`config.mk`:
```
export PLATFORM = sky130hd
export DESIGN_NAME = demux8_router
export DESIGN_NICKNAME = d
export VERILOG_FILES = /design/src/rtl/demux8_router.sv
export SDC_FILE = /design/constraint.sdc
export NUM_CORES = 1
export LEC_CHECK = 0
export CORE_MARGIN = 8
export CORE_UTILIZATION = 28
export CTS_CLUSTER_SIZE = 24
export DETAILED_ROUTE_END_ITERATION = 10
export GPL_ROUTABILITY_DRIVEN = 0
export PLACE_DENSITY = 0.62
export SETUP_SLACK_MARGIN = 0.5
export SLEW_MARGIN = 20
export SYNTH_ARGS = -nofsm -noshare
export SYNTH_HDL_FRONTEND = slang
export SYNTH_SLANG_ARGS = --single-unit
```
`constraint.sdc`:
```
create_clock -name clk -period 5.9 [get_ports clk]
set_input_delay 0.59 -clock clk [delete_from_list [all_inputs] [get_ports clk]]
set_output_delay 0.59 -clock clk [all_outputs]
set_load 0.05 [all_outputs]
```
`src/rtl/demux8_router.sv`:
```
// rtl/demux8_router.sv - 1-to-8 valid/ready demultiplexer with one holding register per channel
//
// Ports:
//   clk, rst             clock, synchronous active-high reset
//   in_data, in_sel      input word and its destination channel (0..7)
//   in_valid, in_ready   input handshake; in_ready depends only on in_sel and channel state
//   out0..out7           per-channel holding registers
//   out_valid, out_ready per-channel handshake, bit i belongs to channel i
//   xfer_count           accepted input transfers, wraps modulo 2^CW

module demux8_router #(
    parameter int N  = 32,
    parameter int CW = 16
) (
    input  logic          clk,
    input  logic          rst,
    input  logic [N-1:0]  in_data,
    input  logic [2:0]    in_sel,
    input  logic          in_valid,
    output logic          in_ready,
    output logic [N-1:0]  out0,
    output logic [N-1:0]  out1,
    output logic [N-1:0]  out2,
    output logic [N-1:0]  out3,
    output logic [N-1:0]  out4,
    output logic [N-1:0]  out5,
    output logic [N-1:0]  out6,
    output logic [N-1:0]  out7,
    output logic [7:0]    out_valid,
    input  logic [7:0]    out_ready,
    output logic [CW-1:0] xfer_count
);

    logic [N-1:0]  data_q [8];
    logic [7:0]    full_q;
    logic [CW-1:0] count_q;
    logic          accept;

    // A full channel can still take a word when its consumer drains on the
    // same edge, which gives one word per cycle through a flowing channel.
    // in_valid is deliberately not part of this term.
    assign in_ready = !full_q[in_sel] || out_ready[in_sel];
    assign accept   = in_valid && in_ready;

    always_ff @(posedge clk) begin
        if (rst) begin
            full_q  <= '0;
            count_q <= '0;
            for (int i = 0; i < 8; i++) begin
                data_q[i] <= '0;
            end
        end else begin
            for (int i = 0; i < 8; i++) begin
                // Load wins over drain so a simultaneous drain+load keeps the flag set.
                if (accept && (in_sel == i[2:0])) begin
                    data_q[i] <= in_data;
                    full_q[i] <= 1'b1;
                end else if (full_q[i] && out_ready[i]) begin
                    full_q[i] <= 1'b0;
                end
            end
            if (accept) begin
                count_q <= count_q + CW'(1);
            end
        end
    end

    assign out0       = data_q[0];
    assign out1       = data_q[1];
    assign out2       = data_q[2];
    assign out3       = data_q[3];
    assign out4       = data_q[4];
    assign out5       = data_q[5];
    assign out6       = data_q[6];
    assign out7       = data_q[7];
    assign out_valid  = full_q;
    assign xfer_count = count_q;

endmodule

```
==> results_dict.tcl <==
set metrics [dict create \
    ir_drop_mv 0.2035 \
    synth_seq_area_share_pct 79.82 \
    multiInputGateArea_um2 1792 \
    post-route-period-util_pct 70.73 \
    power.switching_fraction_pct 27.74 \
    cp_max_fo 22 \
    hold_path_class "reg -> reg" \
    drive_above_1_share_pct 6.827 \
    dpl.cell_count 1493 \
    area.sequential_um2 8168 \
    dp_hpwl_um 25430 \
    number_of_levels_in_the_clock_h_tree 1 \
    layout-area-overhead-vs-synth_pct 46.96 \
    cts_tree "built" \
    critPathArrivalTime_ns 3.58 \
    routed_via_density 4.590 \
    core_region_area_um2 36260 \
    number_of_global_route_vias_before_repair 7394 \
    comb_power_share_pct 14.8 \
    synth_flop_cell "edfxtp_1" \
    path_cells "clkdlybuf4s50_1, mux2i_1, a22oi_4, o22ai_2, inv_2, clkdlybuf4s50_1" \
    number_of_instances_in_the_synthesized_netlist 729 \
    flip_flop_and_latch_count_after_synthesis 280 \
    ys_top_cells_by_area "edfxtp_1, nor2_1, dfxtp_1" \
    power.net_switching_mw 1.334 \
    most-common-layout-cells "clkdlybuf4s50_1, edfxtp_1, nor2_1, nand2_1, inv_1" \
    cp_num_buf_inv 3 \
    post_drt_wl_per_cell_um 22.15 \
    max_cap_viol_count 0 \
    grt_first_pass_wirelength_um 50180 \
    internal_power_summed_over_all_cells_mw 3.475 \
    antenna_violations_before_repair 0 \
    crit_path_frequent_cell "clkdlybuf4s50_1" \
    antenna-diode-count 0 \
    worst_reg2reg_path_depth 7 \
    clkPwrFrac_pct 37.4 \
    buffer_ports.inserted 326 \
    path_delay_family "buffers and inverters" \
    final_common_cell "clkdlybuf4s50_1" \
    drt_first_iter_violations 546 \
    grt_max_degree 42 \
    ys_async_sr_fraction_pct 0 \
    synthesis.nets 776 \
    synth_cell_types 39 \
    final-instance-count-excl-fill 1552 \
    synth.top_cell.area_share_pct 75.13 \
    mappedNetlistArea_um2 10230 \
    criticalPathCategory "in -> out" \
    top_level_ports 327 \
    initial_cell_density_of_the_core_pct 28.22 \
    hold_depth 2 \
    setup-violations-final 0 \
    cts_buffer_depth 3 \
    grt_util_all_layers_pct 15.47 \
    drv_slew 0 \
    tns_ns 0 \
    netlist.top_cell.by_area "edfxtp_1" \
    critPathLaunchType "input port" \
    ys_warn_count 0 \
    grt_setup_unrepaired "false" \
    dr.pass1.iters 5 \
    cts_root_buf "clkbuf_16" \
    synth-edff-count 256 \
    critical_path_depth 6 \
    clock_insertion_delay_worst_skew_ns 0.56 \
    timing.clock.skew_ns 0.01372 \
    cts.sinks 280 \
    clkSlewWorstSetupHoldPaths_ns 0.06 \
    total_power_mw 4.809 \
    std_cell_rows 70 \
    postRouteWirelength_um 34370 \
    status "completed" \
    max_clock_freq_mhz 239.6 \
    finalWorstPathRequiredPeriod_ns 4.173 \
    timing_hold_violations_final 0 \
    timing.max_slew.rel_slack_pct 29.38 \
    cp-end-kind "output pin" \
    overflow 0 \
    cts_setup_buffers 0 \
    postRouteAntennaNets 0 \
    remaining_drc_errors 0 \
    cts_inserted_buffers 30 \
    via_count 7124 \
    die-height_um 207.2 \
    synthesis.area_per_instance_um2 14.04 \
    pwr_density_cell_nw_per_um2 319.8 \
    dieArea_um2 42920 \
    critPathSlowestCell "clkdlybuf4s50_1" \
    final_core_utilization_pct 41.47 \
    cts_hold_buffers 0 \
    nets 1107 \
    cts-resized-gates 0 \
    worst_ep_required_time_ns 5.31 \
    tightestPinTransition_ns 1.055 \
    die_w_um 207.2 \
    sequential_cell_fraction_of_total_power_pct 47.9 \
    num-fill-cells 3394 \
    slowest_delay_ns 0.83 \
    whs_ns 0.5104 \
    power_leakage_nw 5.408 \
]
-- cells in the mapped netlist, drive strengths merged, types with 2 or more instances --
library cell / count
nand4: 6
or4: 4
o41ai: 2
nand3: 9
or3: 8
a22oi: 2
a21oi: 14
nand4b: 2
a21o: 2
o31ai: 4
buf: 22
nand2: 76
mux2i: 4
nor2b: 3
inv: 45
o21ai: 12
dfxtp: 24
edfxtp: 256
nor2: 200
o32ai: 8
clkbuf: 11
mux4: 2
-- power by group through the flow --
stage / logic (mW) / registers [mW] / clock network (mW)
after floorplan: 0.100 / 2.66 / 0
after CTS: 0.713 / 2.30 / 1.83
after global placement: 0.707 / 2.35 / 0
final: 0.710 / 2.30 / 1.80
after global routing: 0.740 / 2.31 / 1.91
after detailed placement: 0.711 / 2.34 / 0
-- metal layers --
| metal | GRT usage [%] | up-vias | routed length, um |
|---|---|---|---|
| li1 | - | 3207 | - |
| met5 | 0 | - | 0 |
| met1 | 18.29 | 3457 | 13570 |
| met2 | 25.35 | 408 | 15790 |
| met4 | 4.116 | 0 | 840 |
| met3 | 6.914 | 52 | 4167 |
-- metrics by stage --
stage	worst slack, ns	cell area (um2)
2_1_floorplan	1.405	10230
3_3_place_gp	1.454	14000
3_5_place_dp	1.389	14000
4_1_cts	1.702	14950
5_1_grt	1.533	15040
6_report	1.727	15040
-- sequential cells by signal (all words and copies together), names as in the netlist --
register	count
xfer_count	16
out_valid	8
data_q	256
-- path summary, 6_finish.rpt --
| check | startpoint | to | slack, ns |
|---|---|---|---|
| setup / recovery | in_sel[1] | in_ready | 1.73 |
| hold / removal | xfer_count[15] | xfer_count[15] | 0.51 |
| setup reg to reg | out_valid[0] | data_q[0][68] | 2.47 |
| hold reg to reg | xfer_count[15] | xfer_count[15] | 0.51 |
-- final cells by class --
class,count,area share [%]
sequential,280,54.32
clock buffer,40,5.375
clock inverter,16,0.9735
multi-input combinational,371,11.92
tap,468,3.894
inverter,45,1.123
timing repair buffer,332,22.40
-- cell families (layout without fill, tap and decap cells) --
family,after synthesis,count (layout),share of synthesized area [%]
mux,7,7,0.9415
fa+ha+maj,1,1,0.1223
buf+inv,78,433,3.253
compound gates,48,48,3.253
simple gates,315,315,12.61
flops,280,280,79.82
-- worst register-to-register path, delay by kind of cell (launching register included) --
kind	cells	cell delay (ns)
flops	1	0.38
mux	1	0.49
compound gates	1	0.58
simple gates	2	0.76
buf+inv	3	0.73
Power figures use the tool's default switching activity.
